==> src/rtl/hex_bcd_display.sv <==
// Serial double-dabble binary-to-BCD converter driving six active-low 7-segment digits.
// Optional macro LEADING_ZERO_BLANK_EN blanks zero digits above the most significant nonzero digit.
module hex_bcd_display #(
  parameter bit AUTO_LOAD = 1'b0
) (
  input  logic        CLOCK_50,
  input  logic        Reset,
  input  logic [19:0] value,
  input  logic        load,
  output logic        busy,
  output logic        done,
  output logic [6:0]  HEX0,
  output logic [6:0]  HEX1,
  output logic [6:0]  HEX2,
  output logic [6:0]  HEX3,
  output logic [6:0]  HEX4,
  output logic [6:0]  HEX5
);

  typedef enum logic [1:0] {IDLE, SHIFT, LATCH} state_t;

  localparam logic [6:0] SEG_BLANK = 7'b1111111;
  localparam logic [6:0] SEG_DASH  = 7'b0111111;

  state_t      state_q, state_d;
  logic [19:0] bin_q, bin_d;
  logic [23:0] bcd_q, bcd_d;
  logic [4:0]  cnt_q, cnt_d;
  logic        ovf_q, ovf_d;
  logic        busy_q, busy_d;
  logic        done_q, done_d;
  logic [41:0] hex_q, hex_d;
  logic [23:0] adj;
  logic [41:0] seg_all;

  function automatic logic [6:0] seg7(input logic [3:0] d);
    case (d)
      4'd0:    seg7 = 7'b1000000;
      4'd1:    seg7 = 7'b1111001;
      4'd2:    seg7 = 7'b0100100;
      4'd3:    seg7 = 7'b0110000;
      4'd4:    seg7 = 7'b0011001;
      4'd5:    seg7 = 7'b0010010;
      4'd6:    seg7 = 7'b0000010;
      4'd7:    seg7 = 7'b1111000;
      4'd8:    seg7 = 7'b0000000;
      4'd9:    seg7 = 7'b0010000;
      default: seg7 = SEG_BLANK;
    endcase
  endfunction

  // Add-3 correction applied to every nibble before the shift.
  always_comb begin
    adj = bcd_q;
    for (int j = 0; j < 6; j++) begin
      if (bcd_q[4*j +: 4] >= 4'd5) adj[4*j +: 4] = bcd_q[4*j +: 4] + 4'd3;
    end
  end

  always_comb begin
`ifdef LEADING_ZERO_BLANK_EN
    logic lead;
    lead = 1'b1;
`endif
    seg_all = '1;
    for (int i = 5; i >= 0; i--) begin
      seg_all[7*i +: 7] = seg7(bcd_q[4*i +: 4]);
`ifdef LEADING_ZERO_BLANK_EN
      if (lead && (bcd_q[4*i +: 4] == 4'd0) && (i != 0)) seg_all[7*i +: 7] = SEG_BLANK;
      else lead = 1'b0;
`endif
    end
    if (ovf_q) seg_all = {6{SEG_DASH}};
  end

  always_comb begin
    state_d = state_q;
    bin_d   = bin_q;
    bcd_d   = bcd_q;
    cnt_d   = cnt_q;
    ovf_d   = ovf_q;
    hex_d   = hex_q;
    done_d  = 1'b0;
    case (state_q)
      IDLE: begin
        if (load || AUTO_LOAD) begin
          bin_d   = value;
          bcd_d   = '0;
          cnt_d   = '0;
          ovf_d   = (value > 20'd999999);
          state_d = SHIFT;
        end
      end
      SHIFT: begin
        bcd_d = (adj << 1) | {23'd0, bin_q[19]};
        bin_d = bin_q << 1;
        cnt_d = cnt_q + 5'd1;
        if (cnt_q == 5'd19) state_d = LATCH;
      end
      LATCH: begin
        hex_d   = seg_all;
        done_d  = 1'b1;
        state_d = IDLE;
      end
      default: state_d = IDLE;
    endcase
    busy_d = (state_d != IDLE);
  end

  always_ff @(posedge CLOCK_50 or posedge Reset) begin
    if (Reset) begin
      state_q <= IDLE;
      bin_q   <= '0;
      bcd_q   <= '0;
      cnt_q   <= '0;
      ovf_q   <= 1'b0;
      busy_q  <= 1'b0;
      done_q  <= 1'b0;
      hex_q   <= '1;
    end else begin
      state_q <= state_d;
      bin_q   <= bin_d;
      bcd_q   <= bcd_d;
      cnt_q   <= cnt_d;
      ovf_q   <= ovf_d;
      busy_q  <= busy_d;
      done_q  <= done_d;
      hex_q   <= hex_d;
    end
  end

  assign busy = busy_q;
  assign done = done_q;
  assign HEX0 = hex_q[6:0];
  assign HEX1 = hex_q[13:7];
  assign HEX2 = hex_q[20:14];
  assign HEX3 = hex_q[27:21];
  assign HEX4 = hex_q[34:28];
  assign HEX5 = hex_q[41:35];

endmodule

==> config.mk <==
export PLATFORM = sky130hd
export DESIGN_NAME = hex_bcd_display
export DESIGN_NICKNAME = d
export VERILOG_FILES = /design/src/rtl/hex_bcd_display.sv
export SDC_FILE = /design/constraint.sdc
export NUM_CORES = 1
export LEC_CHECK = 0
export BUFFER_PORTS_ARGS = -buffer_cell sky130_fd_sc_hd__buf_4
export CORE_MARGIN = 1.5
export CORE_UTILIZATION = 53
export DETAILED_ROUTE_END_ITERATION = 6
export GPL_TIMING_DRIVEN = 1
export PLACE_DENSITY = 0.77
export RECOVER_POWER = 25
export SYNTH_ARGS = -nofsm -noshare
export SYNTH_HDL_FRONTEND = slang
export SYNTH_SLANG_ARGS = --single-unit
==> constraint.sdc <==
create_clock -name CLOCK_50 -period 3 [get_ports CLOCK_50]
set_clock_uncertainty 0.2 [all_clocks]
set_input_delay 0.45 -clock CLOCK_50 [delete_from_list [all_inputs] [get_ports CLOCK_50]]
set_output_delay 0.45 -clock CLOCK_50 [all_outputs]
set_load 0.02 [all_outputs]
======== Word-level counts from Yosys, hierarchy flattened ========
Memories as Yosys holds them, arrays and structs flattened.
Index checks and enable logic that the tools add are counted.
operators by class
  add/subtract/negate cells ............... 7
  multiply operators ...................... 0
  divide/modulo/power cells ............... 0
  magnitude comparators ................... 7
  eq/ne operators ......................... 4
  shift-type cells ........................ 0
  mux-type cells .......................... 17
  bitwise gates (word level) .............. 1
  reductions and logical operators ........ 5
operator list
  kind                  count
  $pmux 24 s2           1
  $mux 42               1
  $pmux 20 s2           1
  $ge 4x3->1 const B    6
  $mux 24               1
  $or 24x1->24          1
  $add 4x2->4 const B   5
  $gt 20x20->1 const B  1
  $mux 20               1
  $mux 4                5
  $pmux 5 s2            1
  $add 5x1->5 const B   1
  $eq 5x5->1 const B    1
  $mux 5                1
  $mux 2                2
  $pmux 2 s2            1
  $reduce_and 2->1      2
  $reduce_bool 2->1     2
  $add 3x2->3 const B   1
  $mux 3                1
  $eq 2x1->1 const B    1
  $eq 2x2->1 const B    1
  $logic_not 2->1       1
  $ne 2x2->1 const B    1
  $mux 1                1
storage, ports and cells
  register bits ........................... 96
  bits in latches ......................... 0
  RAM bits ................................ 0
  ROM bits ................................ 672
  input port bits ......................... 23
  output and inout bits ................... 44
  memories kept ........................... 6
memory list
  memory           depth  bits a word  read ports  clocked after memory_dff  write ports  line  RTL
  (no name shown)  16     7            1           0                         0            37    case (d)
  (no name shown)  16     7            1           0                         0            37
  (no name shown)  16     7            1           0                         0            37
  (no name shown)  16     7            1           0                         0            37
  (no name shown)  16     7            1           0                         0            37
  (no name shown)  16     7            1           0                         0            37

======== Depth between registers and ports, before layout ========
  depth in word-level cells ............... 4
  mapped depth ............................ 7
  gate-level depth less buffers ........... 6

======== Least setup slack after synthesis ========
OpenSTA, ideal clock, no wires.
  path type ............................... flip-flop to flip-flop
  start point ............................. register bcd_q[2]
  end point ............................... register bcd_q[3]
  setup time .............................. 128 ps
  arrival time ............................ 1,526 ps
  data required time ...................... 2,672 ps
  setup slack ............................. 1,146 ps
  stages on the path, launching flop included .. 8
  buffers on the path ..................... 2
  path through ............................ dfrtp_1 > clkbuf_1 > clkbuf_1 > inv_1 > ha_1 > o21bai_1 > a22oi_1 > o21ai_0
between the ends
  longest elaborated chain between the ends .. 4
  elaborated cells between the ends (all ways) .. 5
ends and longest elaborated chain
  what                                       line  RTL
  start: declaration                         27    logic [23:0] bcd_q, bcd_d;
  start signal: assignment                   114   bcd_q <= '0;
  start signal: assignment                   123   bcd_q <= bcd_d;
  $add 4x2->4 or $ge 4x3->1 (tied branches)  56    if (bcd_q[4*j +: 4] >= 4'd5) adj[4*j +: 4] = bcd_q[4*j +: 4] + 4'd3;
  $mux 4 *                                   56
  $or 24x1->24 *                             95    bcd_d = (adj << 1) | {23'd0, bin_q[19]};
  $pmux 24 s2 *                              84    case (state_q)
Mark *: on every way between the ends. The rest lies on a longest branch, timed or not.
A chain may end at the register's enable or synchronous reset.

======== Worst setup path after layout ========
  start point ............................. register state_q[1]
  end point ............................... register hex_q[10]
between the ends
  longest elaborated chain between the ends .. 1
ends and longest elaborated chain
  what                      line  RTL
  start: declaration        25    state_t state_q, state_d;
  start signal: assignment  121   state_q <= state_d;
  $eq 2x2->1                84
  end signal: assignment    119   hex_q <= '1;
  end signal: assignment    128   hex_q <= hex_d;
  end: declaration          32    logic [41:0] hex_q, hex_d;
No other way between the ends.

==> flow_metrics.tcl <==
set metrics [dict create \
    postRouteAntennaNets 0 \
    die_area_um2 10700 \
    fin_crit_ns 2.26 \
    grt_pass1_vias 3996 \
    seq_area_frac_synth_pct 46.0 \
    avgViaCountPerCell 5.70 \
    dieHeight_um 103 \
    drc 0 \
    synthArstFlopShare_pct 100 \
    drive_gt1_share_pct 20.3 \
    clkSlewWorstSetupHoldPaths_ns 0.10 \
    slowest_delay_ns 0.60 \
    fin_crit_sh_pct 75.5 \
    tritoncts "yes" \
    initial_core_util_pct 54.6 \
    globalplace.congestion 0.844 \
    setup_viol 0 \
    cp-start-kind "flop" \
    cp_cell_sequence "clkbuf_1 -> nand2b_4 -> inv_1 -> buf_4 -> nand2_1 -> o31ai_1" \
    syn-cell-area_um2 5340 \
    vdd_ir_drop_max_v 0.000449 \
    synthFlopType "dfrtp_1" \
    cts_resized 0 \
    hp-class "in -> reg" \
    synth_area_leaders "dfrtp_1 (25%), dfstp_2 (21%), ha_1 (8.4%)" \
    fin_nets 688 \
    worstHoldPathCells 2 \
    wl_um 11600 \
    synth-seq-cells 96 \
    grtUsageTotal_pct 23.0 \
    max-slew-margin-rel_pct 12.0 \
    end_kind "flop" \
    cts_num_sinks 96 \
    insertion_delay_ns 0.36 \
    cts-hold-fix-buffers 1 \
    avgSynthCellArea_um2 9.21 \
    overflow 0 \
    layout.cells.non_filler 767 \
    maxCapViolations 0 \
    worst_slack_ns 0.736 \
    finalPower_mw 6.40 \
    rr_worst_depth 6 \
    cts_setup_buffers 0 \
    required_ns 3.07 \
    ios 67 \
    powerDensity_nw_per_um2 1040 \
    syn2layout_area_growth_pct 15.1 \
    hold_start "value[0]" \
    reg2reg_slack_ns 0.74 \
    r2r-end "hex_q[10]" \
    finalHoldViolations 0 \
    nFillCells 831 \
    cts_inserted_buffers 9 \
    clk_root_buffer_cell "clkbuf_8" \
    postSynthNetCount 639 \
    hold_ws_ns 0.124 \
    synth_top_area_share_pct 25.3 \
    rows 36 \
    clock_path_buffers 2 \
    htree_levels 3 \
    wl_per_cell_um 15.1 \
    hpwl_um 7990 \
    coreArea_um2 9770 \
    synthCells 580 \
    setup_tns_ns 0 \
    hold-path-endpoint "bin_q[0]" \
    report.final.slew_viol_count 0 \
    layout.cells.most_common "buf_4" \
    arrival_ns 2.33 \
    place_inst 750 \
    rr_startpoint "state_q[1]" \
    worstPathMaxFanout 14 \
    numPortBuffers 66 \
    grt_start_max_net_pins 39 \
    grt_first_pass_wirelength_um 19200 \
    antenna_found_initial 0 \
    vias 4374 \
    synth_edf_count 0 \
    path_class "reg -> reg" \
    first_pass_iters 4 \
    n_antenna_cell 0 \
    max_freq_ghz 0.442 \
    power_leakage_nw 2.71 \
    yosysTopAreaCell "dfrtp_1" \
    rsz0062_at_grt "no" \
    mostFrequentLayoutCells "buf_4 (65), a21oi_1 (64), nor2_1 (63), o21ai_0 (58), dfrtp_1 (54)" \
    drtIter0Drc 213 \
    crit_path_top_delay_cell "dfrtp_1" \
    status "finished clean" \
    die_x_um 103 \
    yosysUniqueCellTypes 45 \
    post-place-ws_ns 1.06 \
    max_slew.worst_pin.slew_ns 1.31 \
    ys_warn_count 0 \
]
[power by group]
group          leakage [nW]  total (mW)  switching (mW)  internal [mW]
registers              1.12        2.45           0.632           1.82
clock network         0.130        1.05           0.452          0.599
logic                  1.47        2.90            1.62           1.27
total                  2.71        6.40            2.71           3.69
[worst max-delay path by stage]
stage                    start   endpoint  slack, ns  depth (start not counted)
finish              state_q[1]  hex_q[10]       0.74                          6
global route        state_q[1]  hex_q[31]       0.51                          6
CTS                 state_q[1]  hex_q[38]       1.05                          3
detailed placement  state_q[1]  bcd_q[19]       1.06                          5
global placement    state_q[1]  hex_q[37]       1.11                          4
floorplan             bcd_q[2]   bcd_q[3]       1.15                          7
[final cells by class]
cell class | count | area [um^2] | area share [%]
tap | 133 | 166 | 2.71
timing repair buffer | 78 | 563 | 9.16
sequential | 96 | 2450 | 39.9
clock buffer | 11 | 151 | 2.46
inverter | 24 | 91.3 | 1.49
multi-input combinational | 420 | 2620 | 42.6
clock inverter | 5 | 101 | 1.65
[flip-flops by register name (all words and copies together), names as in the netlist]
signal,flops
hex_q,42
bcd_q,24
bin_q,20
cnt_q,5
state_q,2
busy,1
done,1
ovf_q,1
[critical path, delay by kind of cell, from the launching register on]
family / cells / cell delay (ns)
buffers and inverters: 3 / 0.80
AO/OA/AOI/OAI: 1 / 0.27
AND/OR/NAND/NOR: 2 / 0.30
flip-flops: 1 / 0.60
[cell usage after synthesis (8+ instances only)]
cell / count
a21oi_1: 64
nor2_1: 63
o21ai_0: 58
dfrtp_1: 54
nand2_1: 49
dfstp_2: 42
ha_1: 36
inv_1: 24
clkbuf_1: 19
buf_2: 17
o22a_1: 15
nor2b_1: 13
o22ai_1: 12
a22oi_1: 11
nand2b_1: 11
and3b_1: 10
o31ai_1: 8
xnor2_1: 8
[kinds of logic (layout without fill, tap and decap cells)]
group	after synthesis	after routing	synth area share, %
xor+xnor	10	10	1.64
buf+inv	64	118	4.97
mux	6	6	1.12
compound gates	196	196	22.2
fa+ha+maj	36	36	8.43
simple gates	172	172	15.7
flops	96	96	46.0
[routing by layer]
layer	vias up	wire [um]	track usage (%)
li1	2130	-	-
met1	2136	5250	30.6
met2	91	5710	39.5
met3	17	407	3.09
met4	0	188	6.34
met5	-	0	0
[stage by stage]
step	util, %	area (um^2)
finish	62.9	6150
global route	62.9	6150
floorplan	-	5350
detailed placement	60.6	5930
CTS	63.3	6190
global placement	60.6	5930
No activity file was read; power rests on OpenSTA's default activity.
